--- src/rtl/move_write_ctrl.sv ---
// Move-write controller: validates a player's move against the board storage,
// writes the stone, and sequences whole-board clears one cell per cycle.
module move_write_ctrl #(
  parameter int BOARD_DIM = 15,
  parameter int CELLS     = 225
) (
  input  logic       clock,
  input  logic       reset,
  input  logic       req_valid,
  output logic       req_ready,
  input  logic [3:0] req_x,
  input  logic [3:0] req_y,
  input  logic       req_player,
  input  logic       clear_req,
  output logic [7:0] rd_addr,
  input  logic       rd_occ,
  output logic [7:0] wr_addr,
  output logic       wr_en,
  output logic       wr_occ,
  output logic       wr_color,
  output logic       done_valid,
  output logic [1:0] done_status,
  output logic       turn,
  output logic [7:0] move_count,
  output logic       board_full
);

  localparam logic [2:0] IDLE  = 3'd0;
  localparam logic [2:0] CHECK = 3'd1;
  localparam logic [2:0] WRITE = 3'd2;
  localparam logic [2:0] DONE  = 3'd3;
  localparam logic [2:0] CLEAR = 3'd4;

  localparam logic [7:0] DIM      = 8'(BOARD_DIM);
  localparam logic [7:0] CELL_MAX = 8'(CELLS);
  localparam logic [7:0] CLR_LAST = 8'(CELLS - 1);

  logic [2:0] state;
  logic [3:0] x_q;
  logic [3:0] y_q;
  logic       player_q;
  logic [7:0] clr_addr;
  logic [1:0] status_q;
  logic [7:0] cell_addr;
  logic       out_of_range;

  assign cell_addr    = {4'd0, y_q} * DIM + {4'd0, x_q};
  assign out_of_range = ({4'd0, x_q} >= DIM) || ({4'd0, y_q} >= DIM);

  always_ff @(posedge clock or negedge reset) begin
    if (!reset) begin
      state      <= IDLE;
      x_q        <= '0;
      y_q        <= '0;
      player_q   <= 1'b0;
      clr_addr   <= '0;
      status_q   <= '0;
      turn       <= 1'b0;
      move_count <= '0;
    end else begin
      case (state)
        IDLE: begin
          if (clear_req) begin
            clr_addr <= '0;
            state    <= CLEAR;
          end else if (req_valid) begin
            x_q      <= req_x;
            y_q      <= req_y;
            player_q <= req_player;
            state    <= CHECK;
          end
        end
        CHECK: begin
          state <= DONE;
          // A full board is treated as occupied so move_count can never overrun.
          if (out_of_range)
            status_q <= 2'b10;
          else if (player_q != turn)
            status_q <= 2'b11;
          else if (rd_occ || (move_count == CELL_MAX))
            status_q <= 2'b01;
          else begin
            status_q <= 2'b00;
            state    <= WRITE;
          end
        end
        WRITE: begin
          turn       <= ~turn;
          move_count <= move_count + 8'd1;
          state      <= DONE;
        end
        DONE: state <= IDLE;
        CLEAR: begin
          clr_addr <= clr_addr + 8'd1;
          if (clr_addr == CLR_LAST) begin
            turn       <= 1'b0;
            move_count <= '0;
            status_q   <= 2'b00;
            state      <= DONE;
          end
        end
        default: state <= IDLE;
      endcase
    end
  end

  assign req_ready   = (state == IDLE);
  assign rd_addr     = cell_addr;
  assign wr_addr     = (state == CLEAR) ? clr_addr : cell_addr;
  assign wr_en       = (state == WRITE) || (state == CLEAR);
  assign wr_occ      = (state == WRITE);
  assign wr_color    = (state == WRITE) && player_q;
  assign done_valid  = (state == DONE);
  assign done_status = status_q;
  assign board_full  = (move_count == CELL_MAX);

endmodule

--- config.mk ---
export PLATFORM = sky130hd
export DESIGN_NAME = move_write_ctrl
export DESIGN_NICKNAME = d
export VERILOG_FILES = /design/src/rtl/move_write_ctrl.sv
export SDC_FILE = /design/constraint.sdc
export NUM_CORES = 1
export LEC_CHECK = 0
export BUFFER_PORTS_ARGS = -buffer_cell sky130_fd_sc_hd__buf_2
export CAP_MARGIN = 30
export CORE_MARGIN = 8
export CORE_UTILIZATION = 57
export CTS_BUF_LIST = sky130_fd_sc_hd__clkbuf_8
export DETAILED_ROUTE_END_ITERATION = 8
export PLACE_DENSITY = 0.8
export SYNTH_ARGS = -nofsm -noshare
export SYNTH_HDL_FRONTEND = slang
export SYNTH_SLANG_ARGS = --single-unit
--- constraint.sdc ---
create_clock -name clock -period 5.1 [get_ports clock]
set_input_delay 1.02 -clock clock [delete_from_list [all_inputs] [get_ports clock]]
set_output_delay 1.02 -clock clock [all_outputs]
set_load 0.01 [all_outputs]
**Yosys cells after proc, flatten, opt, wreduce, memory -nomap -nowiden**

Cells that the tools add are included.
W data, S select, Z words.

- Bits of input ports: 14
- Bits in registers: 31
- Output and inout bits: 33
- Word-level logic and storage cells: 58

- Multipliers: 1
- $lt $le $gt $ge: 2
- Mux-type cells: 19
- Equality and inequality tests: 10
- Bitwise logic cells: 2
- Reductions and logical operators: 13
- Add/sub/neg operators: 3

Operator list:

| cell | number |
|---|---|
| $pmux W8 S2 | 2 |
| $mux W8 | 3 |
| $add A8 B1 Y8 const B | 2 |
| $eq A8 B8 Y1 const B | 2 |
| $pmux W3 S4 | 1 |
| $mux W3 | 3 |
| $add A8 B4 Y8 | 1 |
| $ge A4 B4 Y1 const B | 2 |
| $mul A4 B4 Y8 const B | 1 |
| $reduce_and A2 Y1 | 4 |
| $eq A3 B2 Y1 const B | 2 |
| $mux W2 | 3 |
| $reduce_bool A2 Y1 | 3 |
| $mux W1 | 5 |
| $pmux W2 S2 | 1 |
| $eq A3 B1 Y1 const B | 1 |
| $eq A3 B3 Y1 const B | 1 |
| $logic_not A3 Y1 | 1 |
| $logic_or A1 B1 Y1 | 3 |
| $ne A3 B2 Y1 const B | 1 |
| $reduce_and A3 Y1 | 1 |
| $ne A2 B1 Y1 const B | 1 |
| $ne A2 B2 Y1 const B | 1 |
| $not A1 Y1 | 2 |
| other kinds (3) | 3 |

**Logic depth before layout (Yosys ltp)**

Gate-level depths: netlist of run 1.

- Depth after elaboration: 6
- Gate-level depth with buffers: 10
- Gate-level depth less buffers: 10

**Worst setup path after synthesis of run 1**

OpenSTA, ideal clock, no wires.

- Path kind: register -> output
- From: register y_q[2]
- To: output wr_addr[6]
- Stages on the path, launching flop included: 11
- Arrival: 3.317 ns
- Setup slack: 0.763 ns
- Cells stage by stage: dfrtp_1 fa_1 fa_1 inv_1 fa_1 inv_1 ha_1 o21ai_0 o21ai_0 or4b_2 nand3_1

- Word-level cells in the longest chain between the ends: 3

Ends and longest elaborated chain:

| what | line | text |
|---|---|---|
| start, declared | 40 | `logic [3:0] y_q;` |
| start signal, assigned | 68 | `y_q <= req_y;` |
| $mul A4 B4 Y8 | 47 | `assign cell_addr = {4'd0, y_q} * DIM + {4'd0, x_q};` |
| $add A8 B4 Y8 | 47 |  |
| $mux W8 | 109 | `assign wr_addr = (state == CLEAR) ? clr_addr : cell_addr;` |
| end, declared | 17 | `output logic [7:0] wr_addr,` |

Every way passes these cells.

**Worst setup path in the final report of run 1**

Same ends and word-level chain as after synthesis.

==> flow_metrics.env, run 1 <==
export IMPL_leakage_nw=1.38
export IMPL_power_frac_seq_pct=49.2
export IMPL_postSynthCellCount=239
export IMPL_place_hpwl_mm=3.94
export IMPL_slowest_stage="or4b_2"
export IMPL_finalCriticalPeriod_ns=4.91
export IMPL_rrSetupSlack_ns=2.78
export IMPL_synth_top_area_cell="dfrtp_1"
export IMPL_cts_root_buf="clkbuf_8"
export IMPL_timing_critical_path_mode_cell="fa_1"
export IMPL_clock_fmax_mhz=204
export IMPL_synth_warnings=0
export IMPL_drive_gt1_share_pct=24.1
export IMPL_p_sw_w=0.000141
export IMPL_synthFlopType="dfrtp_1"
export IMPL_die_y_um=79.0
export IMPL_wl_per_cell_um=15.1
export IMPL_rsz0062_at_grt="no"
export IMPL_powerDensity_nw_per_um2=198
export IMPL_drcViolationCount=0
export IMPL_status="finished, final reports clean"
export IMPL_worstMarginPinSlew_ns=0.892
export IMPL_track_usage_pct=17.3
export IMPL_finClkSkew_ns=0.00762
export IMPL_clkTransAtPathRegs_ns=0.07
export IMPL_cp_data_required_time_ns=4.08
export IMPL_place_area_um2=2510
export IMPL_synthArstFlopShare_pct=100
export IMPL_cp_start_kind="register"
export IMPL_crit_fanout=8
export IMPL_setup_tns_ns=0
export IMPL_combinationalPowerShare_pct=13.4
export IMPL_irDropWorstVdd_uv=214
export IMPL_setup_viol=0
export IMPL_stdcell_area_um2=2600
export IMPL_cts_tree="yes"
export IMPL_antenna_found_initial=0
export IMPL_nNetsFinal=328
export IMPL_routed_via_density=5.61
export IMPL_hold_slack_ns=0.537
export IMPL_syn_num_nets=282
export IMPL_clkSinkCount=31
export IMPL_slew_headroom_pct=40.3
export IMPL_grt_pass1_wl_mm=8.85
export IMPL_grt_max_degree=32
export IMPL_critPathKind="reg2out"
export IMPL_critPathMaxStageDelay_ns=0.63
export IMPL_grt_overflow_total=0
export IMPL_die_area_um2=6240
export IMPL_io_pin_count=47
export IMPL_crit_path_end_kind="primary output"
export IMPL_cts_made_buffers=5
export IMPL_synth_seq_area_share_pct=34.3
export IMPL_start_util_pct=57.8
export IMPL_io_buffers=46
export IMPL_cts_hold_buf=0
export IMPL_slew_viol_final=0
export IMPL_die_w_um=79.0
export IMPL_layout_commonest_cell="buf_2"
export IMPL_htreeDepth=2
export IMPL_syn_to_final_growth_pct=14.8
export IMPL_num_vias=1885
export IMPL_cts_max_path_buffers=2
export IMPL_row_count=23
export IMPL_final_cell_mix="46 x buf_2, 31 x dfrtp_1, 23 x inv_1"
export IMPL_synth_edf_count=0
export IMPL_critPathArrivalTime_ns=3.89
export IMPL_drt_iter0_drc=143
export IMPL_clockPowerShare_pct=37.5
export IMPL_synth_seq_cells=31
export IMPL_synth_area_um2=2260
export IMPL_syn_avg_cell_area_um2=9.46
export IMPL_diodes=0
export IMPL_power_internal_w=0.000373
export IMPL_ant_nets=0
export IMPL_wirelength_mm=5.07
export IMPL_dr_pass1_iters=4
export IMPL_cts_resized_gates=0
export IMPL_core_area_um2=3910
export IMPL_cap_violations=0
export IMPL_path_cells="fa_1, fa_1, inv_1, fa_1, inv_1, ha_1, o21ai_0, o21ai_0, or4b_2, nand3_1, buf_2"
export IMPL_hold_viol=0
export IMPL_place_congestion=0.840
export IMPL_post_cts_repair_setup_buffers=0
export IMPL_hold_path_class="reg2reg"
export IMPL_synth_top_area_share_pct=34.3
export IMPL_synthTopCellsByArea="dfrtp_1 34%, ha_1 12%, fa_1 6.2%, mux2_2 5.5%, o21ai_0 4.6%"
export IMPL_timing_final_crit_share_pct=96.3
export IMPL_yosys_cell_types_count=43
export IMPL_switching_share_pct=27.4
export IMPL_grt_pass1_vias=1946
export IMPL_worstSkewPairLatency_ns=0.29
## state kept, by name, indices dropped and copies added (netlist names)
signal       cells
x_q              4
y_q              4
player_q         1
turn             1
clr_addr         8
move_count       8
state            3
done_status      2
## synthesized netlist by cell type (2+ instances only)
cell / n
nor4b_1: 2
nand4_1: 6
ha_1: 22
nor3b_1: 2
nand3b_1: 2
o31ai_1: 3
nor2b_1: 2
mux2_2: 11
buf_2: 4
dfrtp_1: 31
and3_1: 8
a21oi_1: 7
and2_1: 4
nand3_1: 6
nand2_1: 21
o21ai_0: 21
nor2_1: 17
buf_4: 2
a211oi_1: 3
xnor2_1: 5
nor3_1: 2
xor2_1: 8
inv_1: 23
fa_1: 7
a31oi_1: 2
## worst paths after layout
kind,from,depth (start not counted),to
max,y_q[2],11,wr_addr[6]
min,done_status[1],2,done_status[1]
max reg2reg,state[1],4,move_count[0]
min reg2reg,done_status[1],2,done_status[1]
max in group asynchronous,reset,1,y_q[2]
min in group asynchronous,reset,1,clr_addr[6]
## logic make-up (layout without fill, tap and decap cells)
| group | count (synthesis) | in the layout | synth area share, % |
|---|---|---|---|
| simple gates | 81 | 81 | 19.4 |
| mux | 11 | 11 | 5.48 |
| flops | 31 | 31 | 34.3 |
| xor+xnor | 13 | 13 | 5.04 |
| compound gates | 44 | 44 | 11.6 |
| buf+inv | 30 | 77 | 5.87 |
| fa+ha+maj | 29 | 29 | 18.4 |
## critical path, delay by kind of cell (launching register included)
kind | cells | cell delay, ns
simple gates | 2 | 0.73
fa+ha+maj | 4 | 1.83
buf+inv | 3 | 0.22
flops | 1 | 0.53
compound gates | 2 | 0.28
## power groups by stage
stage	sequential, W	clock (W)	combinational (W)
global placement	0.000257	0	0.0000670
CTS	0.000252	0.000197	0.0000696
detailed placement	0.000257	0	0.0000687
global route	0.000253	0.000209	0.0000786
finish	0.000252	0.000192	0.0000687
floorplan	0.000256	0	0.0000409
## layer usage
layer | global-route usage (%) | vias up | wire (um)
met5 | 0 | - | 0
met4 | 6.67 | 0 | 61
met3 | 5.19 | 7 | 334
met2 | 28.2 | 52 | 2480
met1 | 21.0 | 905 | 2190
li1 | - | 921 | -
## per-stage QoR
step / worst slack [ns] / power (W) / std cells / utilization, %
floorplan: 0.763 / 0.000297 / 239 / -
global placement: 0.610 / 0.000324 / 328 / 64.1
detailed placement: 0.487 / 0.000326 / 328 / 64.1
CTS: 0.168 / 0.000519 / 336 / 66.3
global route: 0.0312 / 0.000541 / 336 / 66.3
finish: 0.191 / 0.000514 / 336 / 66.3
## layout make-up
class,instances,area (um2)
clock inverters,3,20.0
clock buffers,5,68.8
inverters,23,86.3
well taps,50,62.6
multi-input cells,178,1350
repair buffers,46,230
fillers,361,1320
flip-flops and latches,31,776
No activity file was read; power rests on OpenSTA's default activity.
==> run 2: changes to the inputs <==
==> constraint.sdc (replaced) <==
create_clock -name clock -period 4.7 [get_ports clock]
set_input_delay 0.94 -clock clock [delete_from_list [all_inputs] [get_ports clock]]
set_output_delay 0.94 -clock clock [all_outputs]
set_load 0.01 [all_outputs]
==> run 2 against run 1 <==
- sequential power is 8.3% higher
- global-route usage down 0.77 points
- non-clock buffer count increased by 3
- critical endpoint unchanged
- highest routed layer unchanged
- clock skew about the same
- via count rose by 2.0%
- largest power group unchanged
- total power up 9.9%
==> flow_metrics.env, run 2 (same netlist as run 1, synthesis figures left out) <==
export IMPL_path_cells="fa_1, fa_1, inv_1, fa_1, inv_1, ha_4, o21ai_1, o21ai_1, or4b_2, nand3_1, buf_2"
export IMPL_path_delay_family="adder cells"
export IMPL_die_y_um=79.0
export IMPL_cp_data_required_time_ns=3.76
export IMPL_finalCriticalPeriod_ns=4.53
export IMPL_finalNonFillerCells=338
export IMPL_setup_viol=0
export IMPL_dp_cells=329
export IMPL_path_buf_inv=3
export IMPL_htreeDepth=2
export IMPL_slew_headroom_pct=42.5
export IMPL_routed_via_density=5.69
export IMPL_critPathArrivalTime_ns=3.59
export IMPL_clkSinkCount=31
export IMPL_min_from="turn"
export IMPL_antenna_found_initial=0
export IMPL_layout_commonest_cell="buf_2"
export IMPL_drcViolationCount=0
export IMPL_clock_fmax_mhz=221
export IMPL_grt_max_degree=32
export IMPL_timing_final_crit_share_pct=96.5
export IMPL_die_w_um=79.0
export IMPL_r2r_start="state[1]"
export IMPL_wirelength_mm=5.05
export IMPL_track_usage_pct=16.5
export IMPL_critPathKind="reg2out"
export IMPL_slowest_stage="or4b_2"
export IMPL_cap_violations=0
export IMPL_clkTransAtPathRegs_ns=0.06
export IMPL_cts_made_buffers=5
export IMPL_cts_root_buf="clkbuf_8"
export IMPL_status="finished, final reports clean"
export IMPL_row_count=23
export IMPL_ant_nets=0
export IMPL_cts_max_path_buffers=2
export IMPL_drive_gt1_share_pct=25.7
export IMPL_setup_worst_path_start="y_q[1]"
export IMPL_setup_tns_ns=0
export IMPL_die_area_um2=6240
export IMPL_slew_viol_final=0
export IMPL_irDropWorstVdd_uv=222
export IMPL_hold_viol=0
export IMPL_leakage_nw=1.40
export IMPL_worstMarginPinSlew_ns=0.858
export IMPL_place_congestion=0.849
export IMPL_nNetsFinal=331
export IMPL_timing_critical_path_mode_cell="fa_1"
export IMPL_wl_per_cell_um=14.9
export IMPL_io_buffers=46
export IMPL_critPathMaxStageDelay_ns=0.61
export IMPL_grt_overflow_total=0
export IMPL_powerDensity_nw_per_um2=214
export IMPL_crit_fanout=4
export IMPL_cts_tree="yes"
export IMPL_worst_slack_ns=0.166
export IMPL_hold_path_class="reg2reg"
export IMPL_place_ws_ns=0.285
export IMPL_grt_pass1_vias=1830
export IMPL_core_area_um2=3910
export IMPL_multi_input_area_um2=1370
export IMPL_rsz0062_at_grt="no"
export IMPL_cp_start_kind="register"
export IMPL_start_util_pct=57.8
export IMPL_io_pin_count=47
export IMPL_drt_iter0_drc=158
export IMPL_worstSkewPairLatency_ns=0.28
export IMPL_power_total_w=0.000565
export IMPL_rrSetupSlack_ns=2.41
export IMPL_finClkSkew_ns=0.00779
export IMPL_diodes=0
export IMPL_place_hpwl_mm=3.83
export IMPL_top_regs="clr_addr (8), move_count (8)"
export IMPL_syn_to_final_growth_pct=16.6
export IMPL_num_vias=1923
export IMPL_final_cell_mix="46 x buf_2, 30 x dfrtp_1, 23 x inv_1"
export IMPL_grt_pass1_wl_mm=8.40
export IMPL_seq_area_um2=777
export IMPL_dr_pass1_iters=4
export IMPL_crit_path_end_kind="primary output"
export IMPL_fillCellCount=337
-- run 2: cell types whose count changed in the layout (fill, tap and decap cells not counted), sizes merged --
cell	change
buf	+3
clkinvlp	-2
clkbuf	+1
-- run 2: layer usage --
layer	wire, um	GRT usage, %	part of all wire [%]	up-vias
met5	0	0	0	-
met4	81	5.00	1.6	0
met3	318	4.18	6.3	8
met2	2390	27.0	47	71
met1	2260	21.0	45	917
li1	-	-	-	927
-- run 2: per-stage QoR --
stage / area [um2] / util, % / hold WS, ns
after global routing: 2640 / 67.4 / 0.583
after floorplan: 2260 / - / 0.474
final: 2640 / 67.4 / 0.543
after detailed placement: 2510 / 64.3 / 0.529
after global placement: 2510 / 64.3 / 0.519
after CTS: 2600 / 66.5 / 0.540
-- run 2: final timing paths --
path / to / depth (start not counted)
min: turn / 1
max: wr_addr[6] / 11
max in group asynchronous: y_q[1] / 1
min reg2reg: turn / 1
min in group asynchronous: clr_addr[6] / 1
max reg2reg: move_count[0] / 4
-- run 2: where the power goes --
group          internal (W)  switching, W   total, W
Clock              0.000115     0.0000941   0.000209
Combinational     0.0000365     0.0000463  0.0000827
Sequential         0.000270    0.00000332   0.000273
Total              0.000421      0.000144   0.000565
-- run 2: repair_timing --
item / CTS / global route
setup endpoints to repair: 1 / 1
resized for setup: 2 / 3
hold buffers: 0 / 0
buffers inserted: 0 / 2
pin swaps: 1 / 1
-- run 2: layout make-up --
class / instances / share of cell area [%]
Inverter: 23 / 3.27
Sequential cell: 31 / 29.5
Timing Repair Buffer: 49 / 9.59
Clock inverter: 1 / 0.190
Clock buffer: 6 / 3.13
Tap cell: 50 / 2.37
Multi-Input combinational cell: 178 / 52.0
